<file path="src/rtl/store_unit_pkg.sv">
// Shared datapath codes for the load/store units.
//   - load-select size codes (consumed by the load-data selector)
//   - store size codes, store FSM states, store byte-width masks
package store_unit_pkg;

  // Load-select codes (load-data selector side).
  typedef enum logic [2:0] {
    LD_LW  = 3'b000,
    LD_LH  = 3'b001,
    LD_LB  = 3'b010,
    LD_LHU = 3'b101,
    LD_LBU = 3'b110
  } ld_size_e;

  // Store width codes; any other encoding is illegal.
  typedef enum logic [2:0] {
    SZ_SW = 3'b000,
    SZ_SH = 3'b001,
    SZ_SB = 3'b010
  } st_size_e;

  typedef enum logic [1:0] {
    IDLE  = 2'd0,
    BEAT0 = 2'd1,
    BEAT1 = 2'd2
  } st_state_e;

  // Byte-enable pattern of each store width before lane shifting.
  localparam logic [3:0] MASK_W = 4'b1111;
  localparam logic [3:0] MASK_H = 4'b0011;
  localparam logic [3:0] MASK_B = 4'b0001;

endpackage

</file>
<file path="src/rtl/store_align.sv">
// Combinational lane aligner for stores.
//   data    : rs2 store data, lane 0 = LSB
//   size    : store width code (SW/SH/SB)
//   off     : byte offset within the word (addr[1:0])
//   d       : 64-bit shifted data; [31:0] = first word, [63:32] = spill word
//   s       : 8-bit shifted strobes; [3:0] first word, [7:4] spill word
//   illegal : size code is not SW/SH/SB
module store_align
  import store_unit_pkg::*;
#(
  parameter int XLEN = 32
) (
  input  logic [XLEN-1:0]   data,
  input  logic [2:0]        size,
  input  logic [1:0]        off,
  output logic [2*XLEN-1:0] d,
  output logic [7:0]        s,
  output logic              illegal
);

  localparam int NUM_LANES = XLEN / 8;

  logic [3:0]                  mask;
  logic [NUM_LANES-1:0][7:0]   masked;

  always_comb begin
    mask    = 4'b0000;
    illegal = 1'b0;
    case (size)
      SZ_SW:   mask = MASK_W;
      SZ_SH:   mask = MASK_H;
      SZ_SB:   mask = MASK_B;
      default: illegal = 1'b1;
    endcase
  end

  // Bytes outside the width are zeroed so nothing stray lands in the
  // spill word or in disabled lanes.
  for (genvar i = 0; i < NUM_LANES; i++) begin : g_lane
    assign masked[i] = mask[i] ? data[i*8 +: 8] : 8'h00;
  end

  assign d = {{XLEN{1'b0}}, masked} << {off, 3'b000};
  assign s = {4'b0000, mask} << off;

endmodule

</file>
<file path="src/rtl/store_unit.sv">
// Store unit: lane-aligns a store request and drives the data-memory write
// port through valid/ready. Word-crossing stores become two aligned beats
// (or an err pulse when ALLOW_MISALIGNED=0).
//   clk, rst_n          : clock, async active-low reset
//   req_valid/req_ready : request handshake (ready only in IDLE)
//   req_addr/data/size  : byte address, rs2 data, width code
//   mem_valid/mem_ready : write-beat handshake
//   mem_addr/wdata/wstrb: word-aligned address, aligned data, byte enables
//   busy                : request in flight
//   err                 : 1-cycle pulse after accepting an unservable request
module store_unit
  import store_unit_pkg::*;
#(
  parameter int XLEN             = 32,
  parameter bit ALLOW_MISALIGNED = 1'b1
) (
  input  logic            clk,
  input  logic            rst_n,
  input  logic            req_valid,
  output logic            req_ready,
  input  logic [XLEN-1:0] req_addr,
  input  logic [XLEN-1:0] req_data,
  input  logic [2:0]      req_size,
  output logic            mem_valid,
  input  logic            mem_ready,
  output logic [XLEN-1:0] mem_addr,
  output logic [XLEN-1:0] mem_wdata,
  output logic [3:0]      mem_wstrb,
  output logic            busy,
  output logic            err
);

  st_state_e         state, state_nxt;
  logic [2*XLEN-1:0] d;
  logic [7:0]        s;
  logic              illegal;
  logic [XLEN-1:0]   hi_data;
  logic [3:0]        hi_strb;
  logic              accept, reject;
  logic              load_lo, load_hi, vld_nxt, err_nxt;

  store_align #(.XLEN(XLEN)) u_align (
    .data    (req_data),
    .size    (req_size),
    .off     (req_addr[1:0]),
    .d       (d),
    .s       (s),
    .illegal (illegal)
  );

  assign req_ready = (state == IDLE);
  assign busy      = (state != IDLE);
  assign accept    = req_valid & req_ready;
  assign reject    = illegal | (!ALLOW_MISALIGNED && (s[7:4] != 4'b0000));

  always_ff @(posedge clk or negedge rst_n) begin
    if (!rst_n) state <= IDLE;
    else        state <= state_nxt;
  end

  always_comb begin
    state_nxt = state;
    load_lo   = 1'b0;
    load_hi   = 1'b0;
    vld_nxt   = mem_valid;
    err_nxt   = 1'b0;
    case (state)
      IDLE: begin
        if (accept) begin
          if (reject) begin
            err_nxt = 1'b1;
          end else begin
            load_lo   = 1'b1;
            vld_nxt   = 1'b1;
            state_nxt = BEAT0;
          end
        end
      end
      BEAT0: begin
        if (mem_ready) begin
          if (hi_strb != 4'b0000) begin
            load_hi   = 1'b1;
            state_nxt = BEAT1;
          end else begin
            vld_nxt   = 1'b0;
            state_nxt = IDLE;
          end
        end
      end
      BEAT1: begin
        if (mem_ready) begin
          vld_nxt   = 1'b0;
          state_nxt = IDLE;
        end
      end
      default: begin
        vld_nxt   = 1'b0;
        state_nxt = IDLE;
      end
    endcase
  end

  always_ff @(posedge clk or negedge rst_n) begin
    if (!rst_n) begin
      mem_valid <= 1'b0;
      mem_addr  <= '0;
      mem_wdata <= '0;
      mem_wstrb <= 4'b0000;
      hi_data   <= '0;
      hi_strb   <= 4'b0000;
      err       <= 1'b0;
    end else begin
      mem_valid <= vld_nxt;
      err       <= err_nxt;
      if (load_lo) begin
        mem_addr  <= {req_addr[XLEN-1:2], 2'b00};
        mem_wdata <= d[XLEN-1:0];
        mem_wstrb <= s[3:0];
        hi_data   <= d[2*XLEN-1:XLEN];
        hi_strb   <= s[7:4];
      end else if (load_hi) begin
        // Spill word: next aligned address, wrapping at the top of memory.
        mem_addr  <= mem_addr + XLEN'(4);
        mem_wdata <= hi_data;
        mem_wstrb <= hi_strb;
      end
    end
  end

endmodule
</file>
<file path="config.mk">
export PLATFORM = sky130hd
export DESIGN_NAME = store_unit
export DESIGN_NICKNAME = d
export VERILOG_FILES = /design/src/rtl/store_unit_pkg.sv /design/src/rtl/store_align.sv /design/src/rtl/store_unit.sv
export SDC_FILE = /design/constraint.sdc
export NUM_CORES = 1
export LEC_CHECK = 0
export ABC_AREA = 1
export ABC_CLOCK_PERIOD_IN_PS = 1500
export CAP_MARGIN = 15
export CORE_MARGIN = 1
export CORE_UTILIZATION = 45
export CTS_CLUSTER_SIZE = 14
export DETAILED_ROUTE_END_ITERATION = 8
export HOLD_SLACK_MARGIN = 0.08
export PLACE_DENSITY = 0.85
export RECOVER_POWER = 100
export SLEW_MARGIN = 40
export SYNTH_ARGS = -nofsm -noshare
export SYNTH_HDL_FRONTEND = slang
export SYNTH_SLANG_ARGS = --single-unit
</file>
<file path="constraint.sdc">
create_clock -name clk -period 1.5 [get_ports clk]
set_input_delay 0.3 -clock clk [delete_from_list [all_inputs] [get_ports clk]]
set_output_delay 0.3 -clock clk [all_outputs]
set_load 0.02 [all_outputs]
</file>
# Word level (Yosys, flattened, before mapping)
# Index checks and enable logic that the tools add are counted.
# W data, S select, Z words.
dict set report totals {
  register_bits 108
  latch_bits 0
  ramBits 0
  rom_bits 0
  mem_count 0
}
dict set report classes {
  add_sub_neg 1
  multipliers 0
  n_div 0
  order_cmp 0
  eq_ne 9
  n_shift 2
  muxes 32
  bitwise 1
  n_reduce_logical 8
}
# op n
set ops {}
lappend ops {{$mux W32} 4}
lappend ops {{$shl A32 B5 Y64} 1}
lappend ops {{$add A32 B3 Y32 const B} 1}
lappend ops {{$mux W8} 4}
lappend ops {{$mux W1} 14}
lappend ops {{$pmux W4 S3} 1}
lappend ops {{$mux W2} 5}
lappend ops {{$mux W4} 2}
lappend ops {{$ne A2 B2 Y1 const B} 4}
lappend ops {{$shl A4 B2 Y8} 1}
lappend ops {{$pmux W2 S3} 1}
lappend ops {{$reduce_and A5 Y1} 1}
lappend ops {{$reduce_and A4 Y1} 1}
lappend ops {{$reduce_bool A2 Y1} 2}
lappend ops {{$reduce_bool A4 Y1} 1}
lappend ops {{$eq A3 B1 Y1 const B} 1}
lappend ops {{$eq A3 B2 Y1 const B} 1}
lappend ops {{$logic_not A3 Y1} 1}
lappend ops {{$pmux W1 S3} 1}
lappend ops {{$reduce_or A3 Y1} 1}
lappend ops {{$eq A2 B1 Y1 const B} 1}
lappend ops {{$eq A2 B2 Y1 const B} 1}
lappend ops {{$logic_not A2 Y1} 1}
lappend ops {{$ne A2 B1 Y1 const B} 1}
lappend ops {{$and A1 B1 Y1} 1}

# Depth between registers and ports, before layout
# Gate-level depths: netlist of the first run.
dict set report logic_depth {
  word_depth 6
  mapped_depth 10
  ltp_nobuf 10
}

# Cells and area by module
# Synthesis of the first run repeated with hierarchy kept, for this count alone.
dict set report unflattened {
  hier_cells 938
  area_unflattened_um2 6457.4
}
# module n_inst cells_each area_per_inst_um2
set modules_own_cells {}
lappend modules_own_cells {store_unit 1 687 5266.3}
lappend modules_own_cells {store_align 1 251 1191.1}

# Least setup slack after synthesis of the first run
# No wires, ideal clock.
dict set report synth_timing {
  path_kind {register -> register}
  from {register mem_addr[2]}
  to {register mem_addr[16]}
  setup_time_ns 0.119
  arrival_time_ns 1.439
  required_time_ns 1.381
  path_slack_ns -0.059
  stages_incl_launch_ff 9
  period_less_slack_ns 1.559
  cell_sequence {dfrtp_1 > ha_1 > nand2_1 > nor2_1 > nand3_1 > nor2_1 > nand2_1 > o21bai_1 > nor2_1}
}
dict set report synth_between {
  elab_chain_len 3
}
# element line
set synth_lines {}
lappend synth_lines {{start, declared} store_unit.sv:26} ;# output logic [XLEN-1:0] mem_addr,
lappend synth_lines {{start signal, assigned} store_unit.sv:116} ;# mem_addr <= {req_addr[XLEN-1:2], 2'b00};
lappend synth_lines {{start signal, assigned} store_unit.sv:123} ;# mem_addr <= mem_addr + XLEN'(4);
lappend synth_lines {{$add A32 B3 Y32} store_unit.sv:123}
lappend synth_lines {{$mux W32} store_unit.sv:121} ;# end else if (load_hi) begin
lappend synth_lines {{$mux W32} store_unit.sv:115} ;# if (load_lo) begin
# Every way passes these cells. The select of a mux whose other input is x is not followed.
# A chain may end at the register's enable or synchronous reset.

# Final worst setup path of the first run
dict set report layout_timing {
  from {register state[0]}
  to {register mem_wstrb[1]}
}
dict set report layout_between {
  elab_chain_len 5
  elab_cells_between_ends 8
  cone_classes {1 x eq/ne; 4 x mux; 1 x bitwise; 2 x reduce/logical}
}
# element line
set layout_lines {}
lappend layout_lines {{start, declared} store_unit.sv:33} ;# st_state_e state, state_nxt;
lappend layout_lines {{start signal, assigned} store_unit.sv:58} ;# else state <= state_nxt;
lappend layout_lines {{$logic_not A2 Y1} {store_unit.sv:51, store_unit.sv:67}}
lappend layout_lines {{$and A1 B1 Y1} store_unit.sv:53} ;# assign accept = req_valid & req_ready;
lappend layout_lines {{$mux W1} store_unit.sv:69} ;# if (accept) begin
lappend layout_lines {{$mux W1} store_unit.sv:67} ;# case (state)
lappend layout_lines {{$mux W4 / $reduce_bool A2 Y1 (equally long branches)} --}
lappend layout_lines {{end signal, assigned} store_unit.sv:118} ;# mem_wstrb <= s[3:0];
lappend layout_lines {{end signal, assigned} store_unit.sv:125} ;# mem_wstrb <= hi_strb;
lappend layout_lines {{end, declared} store_unit.sv:28} ;# output logic [3:0] mem_wstrb,
# Several ways; a longest one is shown, not always the timed one.

==> flow_metrics.py, run 1 <==
metrics = {
    "clock_network": {
        "tritoncts.num_buffers": 9,
        "tritoncts": "done",
        "clk_path_buf_depth": 2,
        "clock_insertion_delay_worst_skew_ps": 350,
        "cts.reportedPaths.clkPinSlew_ps": 70,
        "cts-root-buf": "sky130_fd_sc_hd__clkbuf_16",
        "cts_htree_levels": 3,
        "cts.sink_count": 97,
    },
    "setup_path": {
        "setup.worst_path.start_class": "register",
        "delay_of_the_slowest_critical_path_stage_ps": 400,
        "timing.critical_path.arrival_ps": 1940,
        "timing.critical_path.slowest_stage_cell": "sky130_fd_sc_hd__dfrtp_1",
        "crit_required_ps": 1780,
        "timing.critical_path.to_type": "register",
        "reg2regPathDepth": 9,
        "critical_path_class": "reg2reg",
        "endpoint_of_the_most_critical_register_to_register_path": "mem_wstrb[1]",
        "crit_top_cell": "sky130_fd_sc_hd__nor2_4",
        "crit_fanout": 6,
        "critical_path.cell_chain": "buf_6 -> nor2_4 -> nand2_2 -> nor2_4 -> buf_6 -> nand2_8 -> nor2_4 -> a21oi_2 -> o21ai_1",
        "rr_startpoint": "state[0]",
        "rrSetupSlack_ps": -160,
    },
    "power_and_ir_drop": {
        "ir_drop_uv": 792,
        "cellPowerDensity_nw_per_um2": 1370,
        "cellLeakagePower_nw": 4.48,
    },
    "sta": {
        "fmax_mhz": 602,
        "finalMaxSlewViolations": 0,
        "final_period_minus_worst_setup_slack_ps": 1660,
        "skew_ps": 7.25,
        "report.final.setup_viol": 89,
        "timing_hold_violations_final": 0,
        "timing.final.crit_share": 1.11,
        "max_slew_margin": 0.612,
        "timing_worst_slew_pin_value_ps": 576,
        "setup_ws_ps": -162,
        "rsz0062_at_grt": "yes",
    },
    "route": {
        "avg_vias_per_cell": 5.75,
        "drt_first_pass_iters": 6,
        "detail-route-antenna-nets": 0,
        "routed_wirelength_um": 24400,
        "wl_per_cell_um": 19.4,
        "detailroute.via_count": 7256,
        "drtIter0Drc": 851,
        "drc": 0,
    },
    "grt": {
        "global_route_wire_length_before_repair_um": 33000,
        "via_count_of_the_first_global_routing_pass": 6596,
        "grt_remaining_overflow": 0,
        "grt_antenna_before_repair": 0,
        "grt_max_degree": 34,
        "grtUsageTotal": 0.326,
    },
    "outcome": {
        "violated_checks": "setup timing",
        "outcome": "finished with violations",
    },
    "logic_synthesis": {
        "synth_seq_cells": 97,
        "syn_inst": 828,
        "syn_area_um2": 5840,
        "postSynthAreaPerCell_um2": 7.06,
        "dominantRegCellSynth": "sky130_fd_sc_hd__dfrtp_1",
        "yosysSeqAreaShare": 0.416,
        "synth_area_leader_cell": "sky130_fd_sc_hd__dfrtp_1",
        "synth.area.top_cells": "sky130_fd_sc_hd__dfrtp_1, sky130_fd_sc_hd__nand2_1, sky130_fd_sc_hd__nor2_1, sky130_fd_sc_hd__nand3_1, sky130_fd_sc_hd__inv_1",
        "synth_edf_count": 0,
        "post_synth_num_cell_types": 42,
        "synthArstFlopShare": 1.00,
        "synth_top_cell_area_share": 0.416,
        "synthesis.yosys.warnings": 0,
    },
    "placement": {
        "place.gp.congestion": 1.01,
        "hpwlAfterDp_um": 14700,
        "placed_cells_incl_taps": 1202,
        "io_buffer_count": 140,
        "post-place-ws_ps": -465,
    },
    "cells_and_area": {
        "diodes": 0,
        "fin_nets": 1158,
        "final_cell_count_without_fillers": 1262,
        "fraction_of_layout_instances_using_a_drive_strength_above_1": 0.334,
        "layout-area-overhead-vs-synth_pct": 64.2,
    },
    "die": {
        "rows": 41,
        "die_area_um2": 13400,
        "die_y_um": 116,
        "die_w_um": 116,
        "ios": 143,
        "start_util": 0.463,
        "placeableCoreArea_um2": 12600,
    },
    "run": {
        "drv_cap": 0,
    },
    "worst_hold_path": {
        "timing.hold.worst.class": "in2async",
    },
}
==> cell usage after synthesis, types with 2 or more instances <==
cell type and n:
sky130_fd_sc_hd__nor2_8 3, sky130_fd_sc_hd__o221ai_1 2, sky130_fd_sc_hd__clkbuf_1 4, sky130_fd_sc_hd__inv_2 5
sky130_fd_sc_hd__nand2_1 234, sky130_fd_sc_hd__o21ai_1 6, sky130_fd_sc_hd__buf_2 12, sky130_fd_sc_hd__a21oi_1 25
sky130_fd_sc_hd__buf_6 3, sky130_fd_sc_hd__inv_4 2, sky130_fd_sc_hd__nand2_4 3, sky130_fd_sc_hd__a31oi_1 9
sky130_fd_sc_hd__o22ai_1 10, sky130_fd_sc_hd__o21ai_0 50, sky130_fd_sc_hd__buf_4 16, sky130_fd_sc_hd__nand2_2 4
sky130_fd_sc_hd__o211ai_1 11, sky130_fd_sc_hd__xor2_1 3, sky130_fd_sc_hd__nand3_2 2, sky130_fd_sc_hd__inv_1 76
sky130_fd_sc_hd__o31ai_1 4, sky130_fd_sc_hd__nor2_4 2, sky130_fd_sc_hd__or2_0 3, sky130_fd_sc_hd__nand3_1 81
sky130_fd_sc_hd__nand4_1 2, sky130_fd_sc_hd__dfrtp_1 97, sky130_fd_sc_hd__nor3_1 3, sky130_fd_sc_hd__nor2_1 130
sky130_fd_sc_hd__or2_2 8, sky130_fd_sc_hd__nand3b_1 2, sky130_fd_sc_hd__o21a_1 3, sky130_fd_sc_hd__nor2_2 3
==> critical path: cells and delay by family (launching register included) <==
family / cells / cell delay (ps)
and+or+nand+nor: 5 / 680
buffers and inverters: 2 / 320
DFF: 1 / 400
AOI/OAI and AO/OA: 2 / 180
==> power breakdown <==
part / switching, mW / internal, mW / total [mW]
sequential: 0.799 / 3.37 / 4.16
combinational: 3.65 / 2.70 / 6.35
clock: 1.07 / 1.55 / 2.61
total: 5.51 / 7.62 / 13.1
==> cell families after synthesis <==
family          count (synthesis)  synth area share
buf+inv                       119            0.0940
compound gates                124             0.122
other cells                     1          0.000642
fa+ha+maj                       1           0.00214
flops                          97             0.416
simple gates                  483             0.361
xor+xnor                        3           0.00450
==> flip-flops by register name, indices dropped and copies added (netlist names) <==
signal,flops
mem_valid,1
state,2
mem_wdata,32
mem_addr,30
err,1
hi_data,24
mem_wstrb,4
hi_strb,3
==> metal layers <==
metal | vias to the layer above | share of wire | GRT usage
met4 | 0 | 0.068 | 0.167
li1 | 3190 | - | -
met3 | 171 | 0.094 | 0.0664
met5 | - | 0 | 0
met2 | 515 | 0.49 | 0.556
met1 | 3380 | 0.35 | 0.390
==> worst max-delay path by stage <==
stage                     cells past startpoint         from  slack, ps            to
after global placement                        7    req_valid       -390    hi_data[6]
after floorplan                               8  mem_addr[3]         -6  mem_addr[16]
after global routing                          8     state[0]       -340    hi_data[3]
final                                         9     state[0]       -160  mem_wstrb[1]
after CTS                                     8     state[0]        -80   mem_addr[4]
after detailed placement                      9    req_valid       -460  mem_wdata[6]
==> placed cells by master, fill, tap and decap left out, drive strengths merged <==
cell type      Yosys  final
ha                 1      1
conb               1      2
dlygate4sd3        0      1
dlygate4sd2        0     58
nand4              2      2
or2               11     11
clkdlybuf4s50      0     65
o221ai             2      2
o21bai             1      1
clkdlybuf4s15      0      6
o22ai             10     10
clkbuf             4     22
inv               83     84
o21ai             56     56
nand3b             2      2
bufinv             0      2
nand3             84     85
xor2               3      3
buf               32    137
o31ai              4      4
a31oi              9      9
clkinv             0      1
a21oi             25     25
a211oi             2      2
nor3               4      4
o21a               3      3
nand2            242    244
clkinvlp           0      1
nor2             138    138
a22oi              1      1
dfrtp             97     97
o211ai            11     11
==> repair_timing <==
item | 4_1_cts | 5_1_grt
gates cloned | 9 | 5
buffers inserted | 12 | 24
endpoints found under the setup margin | 147 | 102
pin swaps | 17 | 60
endpoints found under the hold margin | 14 | 0
resized for setup | 163 | 234
hold buffers | 1 | 0
==> layout make-up <==
cell class              instances  area [um2]
multi-input cells             616        3600
fillers                       895        3030
repair buffers                278        2670
flip-flops and latches         97        2440
inverters                      83         329
clock buffers                  11         253
well taps                     172         215
clock inverters                 4        76.3
repair inverters                1        8.76
==> stage by stage <==
step           hold slack, ps  setup TNS (ps)   util  area [um2]  total power [mW]
6_report                  439           -7470  0.760        9590              13.1
5_1_grt                   478          -13880  0.760        9590              13.8
4_1_cts                   388           -2620  0.699        8820              12.1
3_5_place_dp              198          -36420  0.640        8070              9.69
3_3_place_gp              198          -31340  0.640        8070              9.59
2_1_floorplan            4.41           -6.66      -        5850              6.73
(Power assumes the default switching activity.)
==> inputs of run 2 (changes only) <==
--- a/config.mk
+++ b/config.mk
@@ -8,12 +8,11 @@
 export ABC_AREA = 1
 export ABC_CLOCK_PERIOD_IN_PS = 1500
 export CAP_MARGIN = 15
-export CORE_MARGIN = 1
 export CORE_UTILIZATION = 45
 export CTS_CLUSTER_SIZE = 14
 export DETAILED_ROUTE_END_ITERATION = 8
 export HOLD_SLACK_MARGIN = 0.08
-export PLACE_DENSITY = 0.85
+export PLACE_DENSITY = 0.89
 export RECOVER_POWER = 100
 export SLEW_MARGIN = 40
 export SYNTH_ARGS = -nofsm -noshare
==> run 2 against run 1 <==
The flow still finishes with violations (setup timing); maximum frequency fell by 23%; hold slack worse by 9.8 ps; clock skew is 9.9 ps higher; count of clock-buffer cells in the layout fell by 2; register-to-register slack got worse by 490 ps; die area unchanged; cell area rose by 1.0%; largest power group unchanged; wire length rose by 15%.
==> flow_metrics.py, run 2 (synthesized netlist as in run 1, its figures left out) <==
metrics = {
    "placement": {
        "post-place-ws_ps": -452,
        "hpwlAfterDp_um": 14700,
        "io_buffer_count": 140,
        "place.gp.congestion": 0.983,
    },
    "cells_and_area": {
        "layout.cells.most_common": "sky130_fd_sc_hd__nand2_1",
        "layout-area-overhead-vs-synth_pct": 65.9,
        "fraction_of_layout_instances_using_a_drive_strength_above_1": 0.318,
        "diodes": 0,
        "largest_register_ff_count": 32,
        "layout_top_registers": "mem_wdata x32, mem_addr x30, hi_data x24",
        "n_fill_cell": 852,
        "fin_nets": 1160,
        "most-common-layout-cells": "sky130_fd_sc_hd__nand2_1, sky130_fd_sc_hd__nor2_1, sky130_fd_sc_hd__buf_4",
        "max_flop_register": "mem_wdata",
    },
    "power_and_ir_drop": {
        "ir_drop_uv": 704,
        "post-layout-total-power_mw": 13.4,
        "cellPowerDensity_nw_per_um2": 1380,
        "cellLeakagePower_nw": 4.56,
    },
    "setup_path": {
        "critical_path_class": "reg2reg",
        "crit_required_ps": 1720,
        "crit_fanout": 24,
        "timing.critical_path.arrival_ps": 2370,
        "timing.critical_path.to_type": "register",
        "setup.worst_path.start_class": "register",
    },
    "worst_hold_path": {
        "timing.hold.worst.class": "in2async",
    },
    "die": {
        "placeableCoreArea_um2": 12600,
        "ios": 143,
        "die_area_um2": 13400,
        "start_util": 0.463,
        "die_y_um": 116,
        "rows": 41,
        "die_w_um": 116,
    },
    "sta": {
        "max_slew_margin": 0.249,
        "rsz0062_at_grt": "yes",
        "report.final.setup_viol": 99,
        "timing_worst_slew_pin_value_ps": 1120,
        "skew_ps": 17.2,
        "timing.final.crit_share": 1.43,
        "setup_ws_ps": -647,
        "finalMaxSlewViolations": 0,
        "fmax_mhz": 466,
        "final_period_minus_worst_setup_slack_ps": 2150,
        "timing_hold_violations_final": 0,
    },
    "clock_network": {
        "cts_htree_levels": 3,
        "cts-root-buf": "sky130_fd_sc_hd__clkbuf_16",
        "cts.reportedPaths.clkPinSlew_ps": 80,
        "tritoncts": "done",
        "cts.sink_count": 97,
        "clk_path_buf_depth": 2,
        "clock_insertion_delay_worst_skew_ps": 380,
        "tritoncts.num_buffers": 9,
    },
    "grt": {
        "via_count_of_the_first_global_routing_pass": 7218,
        "grt_max_degree": 34,
        "global_route_wire_length_before_repair_um": 36400,
        "grtUsageTotal": 0.362,
        "grt_remaining_overflow": 0,
        "grt_antenna_before_repair": 0,
    },
    "run": {
        "drv_cap": 0,
    },
    "route": {
        "detailroute.via_count": 7637,
        "routed_wirelength_um": 28100,
        "detail-route-antenna-nets": 0,
        "wl_per_cell_um": 22.2,
        "avg_vias_per_cell": 6.04,
        "drc": 0,
        "drt_first_pass_iters": 8,
        "drtIter0Drc": 910,
    },
    "outcome": {
        "violated_checks": "setup timing",
        "outcome": "finished with violations",
    },
}
## run 2: cell types whose count changed in the layout (fill, tap and decap cells not counted), sizes merged
cell           change
nand2              +1
clkdlybuf4s50      +1
buf                +5
bufinv             -1
clkinv             +2
clkbuf             -5
clkdlybuf4s15      -1
## run 2: through the flow
| stage | hold WS (ps) | util | TNS, ps | std cells | area, um2 |
|---|---|---|---|---|---|
| 6_report | 430 | 0.768 | -14020 | 1264 | 9690 |
| 5_1_grt | 478 | 0.768 | -20920 | 1264 | 9690 |
| 4_1_cts | 381 | 0.726 | -1730 | 1248 | 9160 |
| 3_5_place_dp | 211 | 0.641 | -33010 | 1198 | 8090 |
| 3_3_place_gp | 207 | 0.641 | -29710 | 1198 | 8090 |
| 2_1_floorplan | 4.41 | - | -6.66 | 829 | 5850 |
## run 2: path summary, 6_finish.rpt
check	slack (ps)	startpoint	end	depth (start not counted)
min in group clk	480	mem_wdata[21]	mem_wdata[21]	2
min	430	rst_n	mem_addr[21]	2
max reg2reg	-650	state[1]	mem_addr[7]	7
max	-650	state[1]	mem_addr[7]	7
max in group asynchronous	110	rst_n	hi_data[20]	3
min reg2reg	480	mem_wdata[21]	mem_wdata[21]	2
## run 2: layout make-up
cell class,instances,area (um2),share of cell area
Timing Repair Buffer,280,2820,0.291
Tap cell,172,215,0.0222
Inverter,83,332,0.0342
Clock buffer,9,225,0.0232
Multi-Input combinational cell,617,3590,0.371
Sequential cell,97,2440,0.252
Clock inverter,6,68.8,0.00710
## run 2: critical path: stages, from the launching register on
cell and delay, ps:
sky130_fd_sc_hd__dfrtp_2 440, sky130_fd_sc_hd__inv_2 80, sky130_fd_sc_hd__nand2_4 70, sky130_fd_sc_hd__nor2_8 120, sky130_fd_sc_hd__nand2_8 80, sky130_fd_sc_hd__buf_6 180
sky130_fd_sc_hd__o21ai_0 880, sky130_fd_sc_hd__o21ai_2 130
## run 2: per-layer routing
metal	share of wire	GRT usage	wire, um	vias to the layer above
li1	-	-	-	3191
met1	0.34	0.416	9450	3548
met2	0.46	0.597	12800	654
met3	0.12	0.0779	3300	244
met4	0.089	0.267	2490	0
met5	0	0	0	-
## run 2: repair_timing
item	CTS	global route
endpoints found under the setup margin	145	111
hold buffers	1	0
endpoints found under the hold margin	16	0
resized for setup	214	156
gates cloned	10	5
buffers inserted	25	17
pin swaps	34	36
## run 2: report_power, final
part / leakage (nW) / switching, mW / internal (mW)
Clock: 0.142 / 1.20 / 1.30
Sequential: 1.22 / 0.853 / 3.36
Combinational: 3.19 / 3.85 / 2.84
==> inputs of run 3 (changes only) <==
--- a/config.mk
+++ b/config.mk
@@ -6,7 +6,6 @@
 export NUM_CORES = 1
 export LEC_CHECK = 0
 export ABC_AREA = 1
-export ABC_CLOCK_PERIOD_IN_PS = 1500
 export CAP_MARGIN = 15
 export CORE_UTILIZATION = 45
 export CTS_CLUSTER_SIZE = 14
@@ -14,6 +13,8 @@
 export HOLD_SLACK_MARGIN = 0.08
 export PLACE_DENSITY = 0.89
 export RECOVER_POWER = 100
+export REMOVE_ABC_BUFFERS = 1
+export SKIP_CTS_REPAIR_TIMING = 1
 export SLEW_MARGIN = 40
 export SYNTH_ARGS = -nofsm -noshare
 export SYNTH_HDL_FRONTEND = slang
==> run 3 against run 2 <==
The flow still finishes with violations (setup timing); register-to-register slack gained 400 ps; cell area shrank 0.35%; global-route usage shrank 7.0 points; sequential power is essentially flat; power shrank 3.4%; sequential share of layout area grew 0.062 points; cell count shrank 1.2%; first-iteration DRC count grew 4.4%; hold slack gained 53 ps; maximum frequency grew 23%; die area is the same; critical endpoint is now mem_addr[3]; highest routed layer unchanged.
==> flow_metrics.py, run 3 (synthesized netlist as in run 1, its figures left out) <==
metrics = {
    "outcome": {
        "outcome": "finished with violations",
        "violated_checks": "setup timing",
    },
    "die": {
        "rows": 41,
        "placeableCoreArea_um2": 12600,
        "ios": 143,
        "die_area_um2": 13400,
        "die_y_um": 116,
        "start_util": 0.463,
        "die_w_um": 116,
    },
    "setup_path": {
        "timing.critical_path.slowest_stage_cell": "sky130_fd_sc_hd__dfrtp_2",
        "crit_fanout": 9,
        "timing.critical_path.to_type": "register",
        "rr_startpoint": "state[1]",
        "reg2regPathDepth": 10,
        "timing.critical_path.arrival_ps": 2000,
        "rrSetupSlack_ps": -240,
        "endpoint_of_the_most_critical_register_to_register_path": "mem_addr[3]",
        "cp.buffers_inverters": 4,
        "critical_path_class": "reg2reg",
        "crit_required_ps": 1760,
        "delay_of_the_slowest_critical_path_stage_ps": 460,
        "critPathTopFamily": "buffers and inverters",
        "setup.worst_path.start_class": "register",
        "critical_path.cell_chain": "inv_2 -> nand2_4 -> nor2_8 -> nand2_8 -> buf_12 -> nand2_8 -> buf_12 -> buf_4 -> nor2_1 -> a31oi_1",
    },
    "placement": {
        "hpwlAfterDp_um": 14000,
        "place.gp.congestion": 1.03,
        "post-place-ws_ps": -445,
        "io_buffer_count": 140,
    },
    "worst_hold_path": {
        "timing.hold.worst.class": "reg2reg",
        "holdPathStages": 2,
        "timing.hold.worst.start": "mem_wdata[17]",
        "holdPathEnd": "mem_wdata[17]",
    },
    "cells_and_area": {
        "largest_register_ff_count": 32,
        "fin_nets": 1144,
        "diodes": 0,
        "area_of_the_multi_input_gates_um2": 3340,
        "fraction_of_layout_instances_using_a_drive_strength_above_1": 0.265,
        "most-common-layout-cells": "sky130_fd_sc_hd__nand2_1, sky130_fd_sc_hd__nor2_1, sky130_fd_sc_hd__dfrtp_1",
        "layout_top_registers": "mem_wdata x32, mem_addr x30, hi_data x24",
        "layout-area-overhead-vs-synth_pct": 65.3,
        "n_fill_cell": 805,
        "layout.cells.most_common": "sky130_fd_sc_hd__nand2_1",
        "max_flop_register": "mem_wdata",
        "sequential_cell_area_um2": 2440,
    },
    "clock_network": {
        "clock_insertion_delay_worst_skew_ps": 370,
        "tritoncts": "done",
        "tritoncts.num_buffers": 9,
        "clk_path_buf_depth": 2,
        "cts-root-buf": "sky130_fd_sc_hd__clkbuf_16",
        "cts_htree_levels": 3,
        "cts.sink_count": 97,
        "cts.reportedPaths.clkPinSlew_ps": 70,
    },
    "sta": {
        "skew_ps": 18.7,
        "setup_ws_ps": -243,
        "rsz0062_at_grt": "yes",
        "final_period_minus_worst_setup_slack_ps": 1740,
        "fmax_mhz": 574,
        "worst_hold_slack_ps": 483,
        "finalMaxSlewViolations": 0,
        "max_slew_margin": 0.548,
        "report.final.setup_viol": 90,
        "timing_hold_violations_final": 0,
        "timing.final.crit_share": 1.16,
        "timing_worst_slew_pin_value_ps": 679,
    },
    "grt": {
        "grt_max_degree": 44,
        "grtUsageTotal": 0.292,
        "global_route_wire_length_before_repair_um": 30300,
        "grt_antenna_before_repair": 0,
        "grt_remaining_overflow": 0,
        "via_count_of_the_first_global_routing_pass": 6386,
    },
    "route": {
        "wl_per_cell_um": 19.9,
        "drtIter0Drc": 950,
        "avg_vias_per_cell": 5.88,
        "detail-route-antenna-nets": 0,
        "drc": 0,
        "drt_first_pass_iters": 9,
        "routed_wirelength_um": 24800,
        "detailroute.via_count": 7347,
    },
    "power_and_ir_drop": {
        "cellLeakagePower_nw": 5.13,
        "cellPowerDensity_nw_per_um2": 1340,
        "ir_drop_uv": 691,
    },
    "run": {
        "drv_cap": 0,
    },
}
-- run 3: cell types whose count changed in the layout (fill, tap and decap cells not counted), moves of 9 or more --
cell,delta
sky130_fd_sc_hd__dlymetal6s2s_1,+72
sky130_fd_sc_hd__dlygate4sd2_1,-58
sky130_fd_sc_hd__buf_4,-17
sky130_fd_sc_hd__nand3_1,+16
sky130_fd_sc_hd__nand3_2,-11
sky130_fd_sc_hd__a21oi_1,-10
sky130_fd_sc_hd__a21oi_2,+10
sky130_fd_sc_hd__nand2_1,+10
sky130_fd_sc_hd__o21ai_1,+10
sky130_fd_sc_hd__nor2_1,+9
-- run 3: metrics by stage --
stage               cells  power, mW   util  setup TNS (ps)  instance area (um2)
floorplan             793       6.61      -          -22830                 5610
global placement     1193       9.50  0.644          -28820                 8130
detailed placement   1193       9.66  0.644          -31360                 8130
CTS                  1209       12.0  0.667          -16730                 8420
global route         1249       13.5  0.765          -15810                 9660
finish               1249       13.0  0.765          -11030                 9660
-- run 3: worst register-to-register path, delay by kind of cell, from the launching register on --
family / cells / cell delay, ps
buffers and inverters: 4 / 530
DFF: 1 / 460
and+or+nand+nor: 5 / 450
AOI/OAI and AO/OA: 1 / 210
-- run 3: where the power goes --
group	switching [mW]	total, mW	internal, mW
registers	0.830	4.19	3.36
clock network	1.11	2.37	1.26
logic	3.48	6.40	2.92
total	5.42	13.0	7.53
-- run 3: final cells by class --
| class | count | share of cell area |
|---|---|---|
| Sequential cell | 97 | 0.252 |
| Tap cell | 172 | 0.0223 |
| Timing Repair Buffer | 267 | 0.315 |
| Clock buffer | 12 | 0.0276 |
| Inverter | 83 | 0.0335 |
| Clock inverter | 4 | 0.00272 |
| Multi-Input combinational cell | 614 | 0.346 |
-- run 3: how the worst max path moves through the flow --
stage / slack [ps] / endpoint / depth (start not counted) / from
2_1_floorplan: -520 / mem_wstrb[2] / 7 / state[1]
3_3_place_gp: -400 / mem_addr[23] / 11 / req_size[0]
3_5_place_dp: -440 / mem_addr[15] / 11 / req_size[0]
4_1_cts: -410 / busy / 3 / state[1]
5_1_grt: -320 / mem_addr[3] / 10 / state[1]
6_report: -240 / mem_addr[3] / 10 / state[1]
-- run 3: routing by layer --
metal / GRT usage / up-vias / wire length, um
li1: - / 3157 / -
met1: 0.355 / 3410 / 8410
met2: 0.515 / 596 / 12300
met3: 0.0481 / 184 / 2500
met4: 0.115 / 0 / 1660
met5: 0 / - / 0
